### src/rtl/sb_drain_pkg.sv
// Shared types for the store-buffer drain: committed-entry record and drain FSM states.
package sb_drain_pkg;

  localparam int SB_ADDR_MAX = 32;
  localparam int SB_DATA_W   = 32;
  localparam int SB_STRB_W   = SB_DATA_W / 8;

  typedef struct packed {
    logic [SB_ADDR_MAX-1:0] addr;
    logic [SB_DATA_W-1:0]   data;
    logic [SB_STRB_W-1:0]   strb;
  } sb_entry_t;

  typedef enum logic [1:0] {
    IDLE,
    HOLD,
    REQ,
    WAIT
  } sb_state_e;

endpackage

### src/rtl/handshake_if.sv
// Valid/ready channel carrying one committed store entry per transfer.
interface handshake_if;
  import sb_drain_pkg::*;

  logic      valid;
  logic      ready;
  sb_entry_t data;

  modport sender   (output valid, output data, input ready);
  modport receiver (input valid, input data, output ready);
endinterface

### src/rtl/sb_drain_merge.sv
// Byte-lane merge of an incoming store into the pending write word.
module sb_drain_merge
  import sb_drain_pkg::*;
(
  input  logic [SB_DATA_W-1:0] i_pend_data,
  input  logic [SB_STRB_W-1:0] i_pend_strb,
  input  logic [SB_DATA_W-1:0] i_in_data,
  input  logic [SB_STRB_W-1:0] i_in_strb,
  output logic [SB_DATA_W-1:0] o_data,
  output logic [SB_STRB_W-1:0] o_strb
);

  // NOTE: o_data gets a full default before the per-byte overrides, so no latch is inferred.
  always_comb begin
    o_data = i_pend_data;
    for (int i = 0; i < SB_STRB_W; i++) begin
      if (i_in_strb[i]) o_data[8*i +: 8] = i_in_data[8*i +: 8];
    end
  end

  assign o_strb = i_pend_strb | i_in_strb;

endmodule

### src/rtl/sb_drain.sv
// Store-buffer drain: one committed entry at a time becomes one memory write.
// Macro SB_DRAIN_MERGE_EN adds a HOLD state that merges same-word entries into that write.
module sb_drain
  import sb_drain_pkg::*;
#(
  parameter int ADDR_WIDTH = 32,
  parameter int MERGE_MAX  = 4,
  parameter int CNT_WIDTH  = 16
) (
  input  logic                  clk,
  input  logic                  rst_n,
  handshake_if.receiver         sb_entry_receiver,
  output logic                  mem_req_valid,
  input  logic                  mem_req_ready,
  output logic [ADDR_WIDTH-1:0] mem_addr,
  output logic [SB_DATA_W-1:0]  mem_wdata,
  output logic [SB_STRB_W-1:0]  mem_wstrb,
  input  logic                  mem_resp_valid,
  input  logic                  mem_resp_err,
  output logic                  busy_o,
  output logic                  err_o,
  output logic [CNT_WIDTH-1:0]  drain_cnt_o
);

  localparam int WA_W = ADDR_WIDTH - 2;

  sb_state_e              r_state;
  sb_state_e              w_next;
  logic [WA_W-1:0]        r_waddr;
  logic [SB_DATA_W-1:0]   r_data;
  logic [SB_STRB_W-1:0]   r_strb;
  logic                   r_err;
  logic [CNT_WIDTH-1:0]   r_cnt;

  logic                   w_ready;
  logic                   w_load;
  logic                   w_merge;
  logic                   w_done;
  logic [WA_W-1:0]        w_in_waddr;
  logic                   w_unused_addr_lo;

  // Entries are byte addressed; the write channel only sees word addresses.
  assign w_in_waddr       = sb_entry_receiver.data.addr[ADDR_WIDTH-1:2];
  assign w_unused_addr_lo = ^sb_entry_receiver.data.addr[1:0];

`ifdef SB_DRAIN_MERGE_EN
  localparam int MC_W = $clog2(MERGE_MAX + 1);

  logic [MC_W-1:0]      r_mcnt;
  logic [SB_DATA_W-1:0] w_mrg_data;
  logic [SB_STRB_W-1:0] w_mrg_strb;

  sb_drain_merge u_merge (
    .i_pend_data (r_data),
    .i_pend_strb (r_strb),
    .i_in_data   (sb_entry_receiver.data.data),
    .i_in_strb   (sb_entry_receiver.data.strb),
    .o_data      (w_mrg_data),
    .o_strb      (w_mrg_strb)
  );

  always_ff @(posedge clk or negedge rst_n) begin
    if (!rst_n) begin
      r_mcnt <= '0;
    end else if (w_load) begin
      r_mcnt <= MC_W'(1);
    end else if (w_merge) begin
      r_mcnt <= r_mcnt + MC_W'(1);
    end
  end
`else
  localparam int MERGE_MAX_UNUSED = MERGE_MAX;
`endif

  always_comb begin
    w_next  = r_state;
    w_ready = 1'b0;
    w_load  = 1'b0;
    w_merge = 1'b0;
    w_done  = 1'b0;
    unique case (r_state)
      IDLE: begin
        w_ready = 1'b1;
        if (sb_entry_receiver.valid) begin
          w_load = 1'b1;
`ifdef SB_DRAIN_MERGE_EN
          w_next = HOLD;
`else
          w_next = REQ;
`endif
        end
      end
      HOLD: begin
        // Any cycle without a merge closes the word and issues the write.
        w_next = REQ;
`ifdef SB_DRAIN_MERGE_EN
        if (sb_entry_receiver.valid && (w_in_waddr == r_waddr) &&
            (r_mcnt < MC_W'(MERGE_MAX))) begin
          w_ready = 1'b1;
          w_merge = 1'b1;
          w_next  = HOLD;
        end
`endif
      end
      REQ: begin
        if (mem_req_ready) w_next = WAIT;
      end
      WAIT: begin
        if (mem_resp_valid) begin
          w_done = 1'b1;
          w_next = IDLE;
        end
      end
      default: w_next = IDLE;
    endcase
  end

  // NOTE: all state uses non-blocking assignments so every flop samples pre-edge values.
  // NOTE: the pending word is reset as well, so the write outputs read zero while rst_n is low.
  always_ff @(posedge clk or negedge rst_n) begin
    if (!rst_n) begin
      r_state <= IDLE;
      r_waddr <= '0;
      r_data  <= '0;
      r_strb  <= '0;
      r_err   <= 1'b0;
      r_cnt   <= '0;
    end else begin
      r_state <= w_next;
      if (w_load) begin
        r_waddr <= w_in_waddr;
        r_data  <= sb_entry_receiver.data.data;
        r_strb  <= sb_entry_receiver.data.strb;
      end
`ifdef SB_DRAIN_MERGE_EN
      if (w_merge) begin
        r_data <= w_mrg_data;
        r_strb <= w_mrg_strb;
      end
`endif
      if (w_done) begin
        r_cnt <= r_cnt + CNT_WIDTH'(1);
        if (mem_resp_err) r_err <= 1'b1;
      end
    end
  end

  assign sb_entry_receiver.ready = w_ready;
  assign mem_req_valid           = (r_state == REQ);
  assign mem_addr                = {r_waddr, 2'b00};
  assign mem_wdata               = r_data;
  assign mem_wstrb               = r_strb;
  assign busy_o                  = (r_state != IDLE);
  assign err_o                   = r_err;
  assign drain_cnt_o             = r_cnt;

endmodule

### src/flat_wrapper.sv
// flat-port wrapper written by rule: the top's interface ports become plain ports
module sb_drain_flat import sb_drain_pkg::*;
#(
  parameter int ADDR_WIDTH = 32,
  parameter int MERGE_MAX  = 4,
  parameter int CNT_WIDTH  = 16
)
  (clk, rst_n, mem_req_valid, mem_req_ready, mem_addr, mem_wdata, mem_wstrb, mem_resp_valid, mem_resp_err, busy_o, err_o, drain_cnt_o, sb_entry_receiver_valid, sb_entry_receiver_data, sb_entry_receiver_ready);
  handshake_if sb_entry_receiver_i ();
  input  logic clk;
  input  logic rst_n;
  output logic mem_req_valid;
  input  logic mem_req_ready;
  output logic [ADDR_WIDTH-1:0] mem_addr;
  output logic [SB_DATA_W-1:0] mem_wdata;
  output logic [SB_STRB_W-1:0] mem_wstrb;
  input  logic mem_resp_valid;
  input  logic mem_resp_err;
  output logic busy_o;
  output logic err_o;
  output logic [CNT_WIDTH-1:0] drain_cnt_o;
  input wire logic [$bits(sb_entry_receiver_i.valid)-1:0] sb_entry_receiver_valid;
  input wire logic [$bits(sb_entry_receiver_i.data)-1:0] sb_entry_receiver_data;
  output wire logic [$bits(sb_entry_receiver_i.ready)-1:0] sb_entry_receiver_ready;
  assign sb_entry_receiver_i.valid = sb_entry_receiver_valid;
  assign sb_entry_receiver_i.data = sb_entry_receiver_data;
  assign sb_entry_receiver_ready = sb_entry_receiver_i.ready;
  sb_drain #(.ADDR_WIDTH(ADDR_WIDTH), .MERGE_MAX(MERGE_MAX), .CNT_WIDTH(CNT_WIDTH)) u_core (.clk(clk), .rst_n(rst_n), .sb_entry_receiver(sb_entry_receiver_i), .mem_req_valid(mem_req_valid), .mem_req_ready(mem_req_ready), .mem_addr(mem_addr), .mem_wdata(mem_wdata), .mem_wstrb(mem_wstrb), .mem_resp_valid(mem_resp_valid), .mem_resp_err(mem_resp_err), .busy_o(busy_o), .err_o(err_o), .drain_cnt_o(drain_cnt_o));
endmodule
### config.mk
export PLATFORM = sky130hd
export DESIGN_NAME = sb_drain_flat
export DESIGN_NICKNAME = d
export VERILOG_FILES = /design/src/rtl/sb_drain_pkg.sv /design/src/rtl/handshake_if.sv /design/src/rtl/sb_drain_merge.sv /design/src/rtl/sb_drain.sv /design/src/flat_wrapper.sv
export SDC_FILE = /design/constraint.sdc
export NUM_CORES = 1
export LEC_CHECK = 0
export ABC_AREA = 1
export BUFFER_PORTS_ARGS = -buffer_cell sky130_fd_sc_hd__buf_2
export CORE_UTILIZATION = 50
export CTS_CLUSTER_DIAMETER = 150
export DETAILED_ROUTE_END_ITERATION = 7
export PLACE_DENSITY_LB_ADDON = 0.25
export SYNTH_ARGS = -nofsm -noshare
export SYNTH_HDL_FRONTEND = slang
export SYNTH_SLANG_ARGS = --single-unit
export TNS_END_PERCENT = 10
### constraint.sdc
create_clock -name clk -period 2.2 [get_ports clk]
set_clock_uncertainty 0.15 [all_clocks]
set_input_delay 0.33 -clock clk [delete_from_list [all_inputs] [get_ports clk]]
set_output_delay 0.33 -clock clk [all_outputs]
set_load 0.02 [all_outputs]
Yosys cells after proc, flatten, opt, wreduce, memory -nomap -nowiden:

Index checks and enable logic that the tools add are counted.
W data, S select, Z words.

* $add $sub $neg: 1
* multiply operators: 0
* divide/modulo/power cells: 0
* magnitude comparators: 0
* eq/ne operators: 6
* shifts and indexed selects: 0
* muxes and demuxes: 9
* bitwise operators: 0
* reductions and logical operators: 4

Operators by type and width (number)
* $add A16 B1 Y16 const B: 1
* $pmux W2 S4: 1
* $mux W2: 3
* $mux W1: 5
* $eq A2 B2 Y1 const B: 2
* $ne A2 B2 Y1 const B: 2
* $reduce_and A3 Y1: 1
* $eq A2 B1 Y1 const B: 1
* $logic_not A2 Y1: 1
* $ne A2 B1 Y1 const B: 1
* $reduce_and A2 Y1: 1
* $reduce_bool A2 Y1: 1

* register bits after elaboration: 85
* bits in latches: 0
* memory bits (writable): 0
* memory bits (read-only): 0
* input port bits: 74
* output and inout bits: 88
* word-level logic and storage cells: 26
* memories: 0

Longest topological paths before layout:

* depth in word-level cells: 3
* depth in mapped cells: 9

Least setup slack after synthesis:

Ideal clock, no wire load.

* path kind: reg2reg
* start: reg u_core.r_state[1]
* end: reg u_core.r_data[0], in the netlist u_core.mem_wdata[0]
* library setup time: 0.125 ns
* arrival time: 1.284 ns
* data required time: 1.925 ns
* setup slack: 0.641 ns
* stages on the path, launching flop included: 6
* path buffers: 2
* clock period less this slack: 1.559 ns
* cells stage by stage: dfrtp_1 > nor2_4 > nand2_2 > buf_6 > buf_6 > mux2_4

* word-level cells in the longest chain between the ends: 2

RTL lines
* from (decl): line sb_drain.sv:27 `sb_state_e r_state;`
* from (signal assigned): line sb_drain.sv:129 `r_state <= w_next;`
* $logic_not A2 Y1: line sb_drain.sv:81 `unique case (r_state)`
* $mux W1: line sb_drain.sv:81
* to (signal assigned): line sb_drain.sv:132 `r_data <= sb_entry_receiver.data.data;`
* to (decl): line sb_drain.sv:30 `logic [SB_DATA_W-1:0] r_data;`

No other way between the ends.
A chain may end at the register's enable or synchronous reset.

Worst setup path in the final report:

* start: reg u_core.r_state[1]
* end: reg u_core.r_data[19], in the netlist u_core.mem_wdata[19]

The elaborated chain is that of the path after synthesis.

==> metrics.yaml <==
synthesis:
  seq_area_frac_synth_pct: 59.2
  synth_edf_count: 0
  synth_cell_types: 24
  synth_area_sq_um: 3600
  yosys.area.top_type: "dfrtp_1"
  yosysWarnings: 0
  synth_top_area_share_pct: 59.2
  ys_ff_latch: 85
  synthTopCellsByCount: "85 x dfrtp_1, 40 x mux2_4, 40 x nand2_1"
  async_flop_share_pct: 100
  synthTopCellsByArea: "dfrtp_1 59%, mux2_4 17%, mux2_2 8.1%"
  ys.flop_type: "dfrtp_1"
  syn_avg_cell_area_sq_um: 13.5
  synth_most_common_cell: "dfrtp_1"
  syn_inst: 266
die:
  die_w_um: 86.8
  initial_core_util_pct: 52.3
  num_rows: 30
  core-area_sq_um: 6870
  dieArea_sq_um: 7540
  die_y_um: 86.8
  io_pins: 162
sta:
  setup_tns_ns: 0
  rsz0062_at_grt: "false"
  max_freq_ghz: 0.590
  finalSetupViolations: 0
  fin_crit_sh_pct: 77.0
  fin_ws_ns: 0.506
  hold_viol: 0
  fin_crit_ns: 1.69
  slew_viol_final: 0
route:
  wire_per_inst_um: 13.3
  dr.first_iter.drc_count: 68
  drc: 0
  first_pass_iters: 4
  vias: 2511
  ant_nets: 0
  wl_mm: 7.12
  vias_per_cell: 4.70
setup_path:
  worstPathRequired_ns: 2.27
  cp.arrival_ns: 1.77
  ff2ff_path_depth: 4
  cp_slowest_cell: "dfrtp_1"
  startpoint_type: "register"
  max_stage_delay_ns: 0.45
  critPathKind: "register to register"
  end_kind: "register"
  timing.critical_path.fanout_max: 19
  cp_cell_sequence: "nor2_4 > nand2_4 > buf_4 > mux2_2"
finish:
  drive_gt1_share_pct: 57.3
  diodes: 0
  nets: 508
  areaGrowthSynthToFinish_pct: 31.6
cts:
  clk_latency_ns: 0.34
  cts_resized: 0
  ctsRootBufferMaster: "clkbuf_8"
  numClockSinks: 85
  h-tree-depth: 3
  cts_buffer_depth: 2
  cts_tree: "done"
  post-cts-setup-buffers: 0
  hold_buffers: 1
  cts.reportedPaths.clkPinSlew_ns: 0.08
  numCtsBuffers: 9
global_route:
  grt_first_pass_wirelength_mm: 11.2
  antenna_found_initial: 0
  track_usage_pct: 19.5
  overflow: 0
  grt_pass1_vias: 2471
  grt_max_degree: 40
outcome:
  outcome: "finished clean"
placed_design:
  dp_hpwl_mm: 5.43
  gp_congestion: 0.823
  port_buffers: 157
  place_ws_ns: 0.519
power:
  ir_drop_mv: 0.721
  p_leak_nw: 2.57
  powerDensity_nw_per_um2: 1430
run:
  drv_cap: 0
min_path:
  hold_depth: 2
  hp-class: "input port to register"
## flip-flops by register name (all words and copies together), names as in the netlist
register / count
u_core.drain_cnt_o: 16
u_core.err_o: 1
u_core.mem_wdata: 32
u_core.mem_wstrb: 4
u_core.r_state: 2
u_core.r_waddr: 30
## critical path: cells and delay by family (launching register included)
kind | cells | cell delay (ns)
and+or+nand+nor | 2 | 0.36
buffers and inverters | 1 | 0.27
DFF | 1 | 0.45
muxes | 1 | 0.35
## cell families after synthesis
| group | count (synthesis) | synth area share (%) |
|---|---|---|
| buf+inv | 25 | 3.93 |
| compound gates | 5 | 0.766 |
| other cells | 1 | 0.104 |
| simple gates | 75 | 8.91 |
| mux | 66 | 24.8 |
| fa+ha+maj | 1 | 0.348 |
| xor+xnor | 8 | 1.95 |
| flops | 85 | 59.2 |
## layout by cell type (no fill, tap or decap), types with 2 or more instances in the layout
master | netlist | routed
xor2_1 | 6 | 6
conb_1 | 1 | 2
o21ai_0 | 4 | 4
buf_2 | 2 | 156
mux2_4 | 40 | 40
inv_6 | 0 | 3
xnor2_1 | 2 | 2
nand3_1 | 7 | 7
nor3_1 | 2 | 2
dfrtp_1 | 85 | 85
nor2_1 | 19 | 19
nand2_1 | 40 | 40
buf_12 | 0 | 3
mux2_2 | 26 | 26
inv_1 | 15 | 15
nor2_2 | 2 | 2
buf_4 | 2 | 4
clkbuf_8 | 0 | 10
## final timing paths
kind,startpoint,to,slack [ns]
hold / removal,mem_resp_err,u_core.err_o,0.04
hold reg to reg,u_core.err_o,u_core.err_o,0.31
min in group asynchronous,rst_n,u_core.r_waddr[12],0.33
max in group asynchronous,rst_n,u_core.mem_wdata[8],0.98
setup / recovery,u_core.r_state[1],u_core.mem_wdata[19],0.51
setup reg to reg,u_core.r_state[1],u_core.mem_wdata[19],0.51
## layout make-up
type                            count  area [sq um]
Clock buffer                       10           138
Clock inverter                      6          68.8
Fill cell                         510          2140
Inverter                           16          60.1
Multi-Input combinational cell    157          1340
Sequential cell                    85          2130
Tap cell                           96           120
Timing Repair Buffer              164           881
## power breakdown
group,total [mW],internal [mW],leakage [nW],switching [mW]
clock network,1.13,0.566,0.104,0.564
registers,2.62,2.24,1.03,0.381
logic,3.00,1.40,1.43,1.60
total,6.75,4.21,2.57,2.55
## per-stage QoR
step	hold slack (ns)	util, %	cell area, sq um	cells	power, mW
detailed placement	0.176	65.7	4510	517	5.67
finish	0.0400	68.9	4730	534	6.75
global placement	0.174	65.7	4510	517	5.59
global route	0.0331	68.9	4730	534	7.15
CTS	0.0289	68.9	4730	534	6.82
floorplan	-0.116	-	3600	267	4.67
## metal layers
layer / routed length [um] / GRT usage (%)
met5: 0 / 0
met4: 74 / 6.82
met3: 502 / 5.71
met2: 3470 / 33.0
met1: 3070 / 23.7
(Power assumes the default switching activity.)
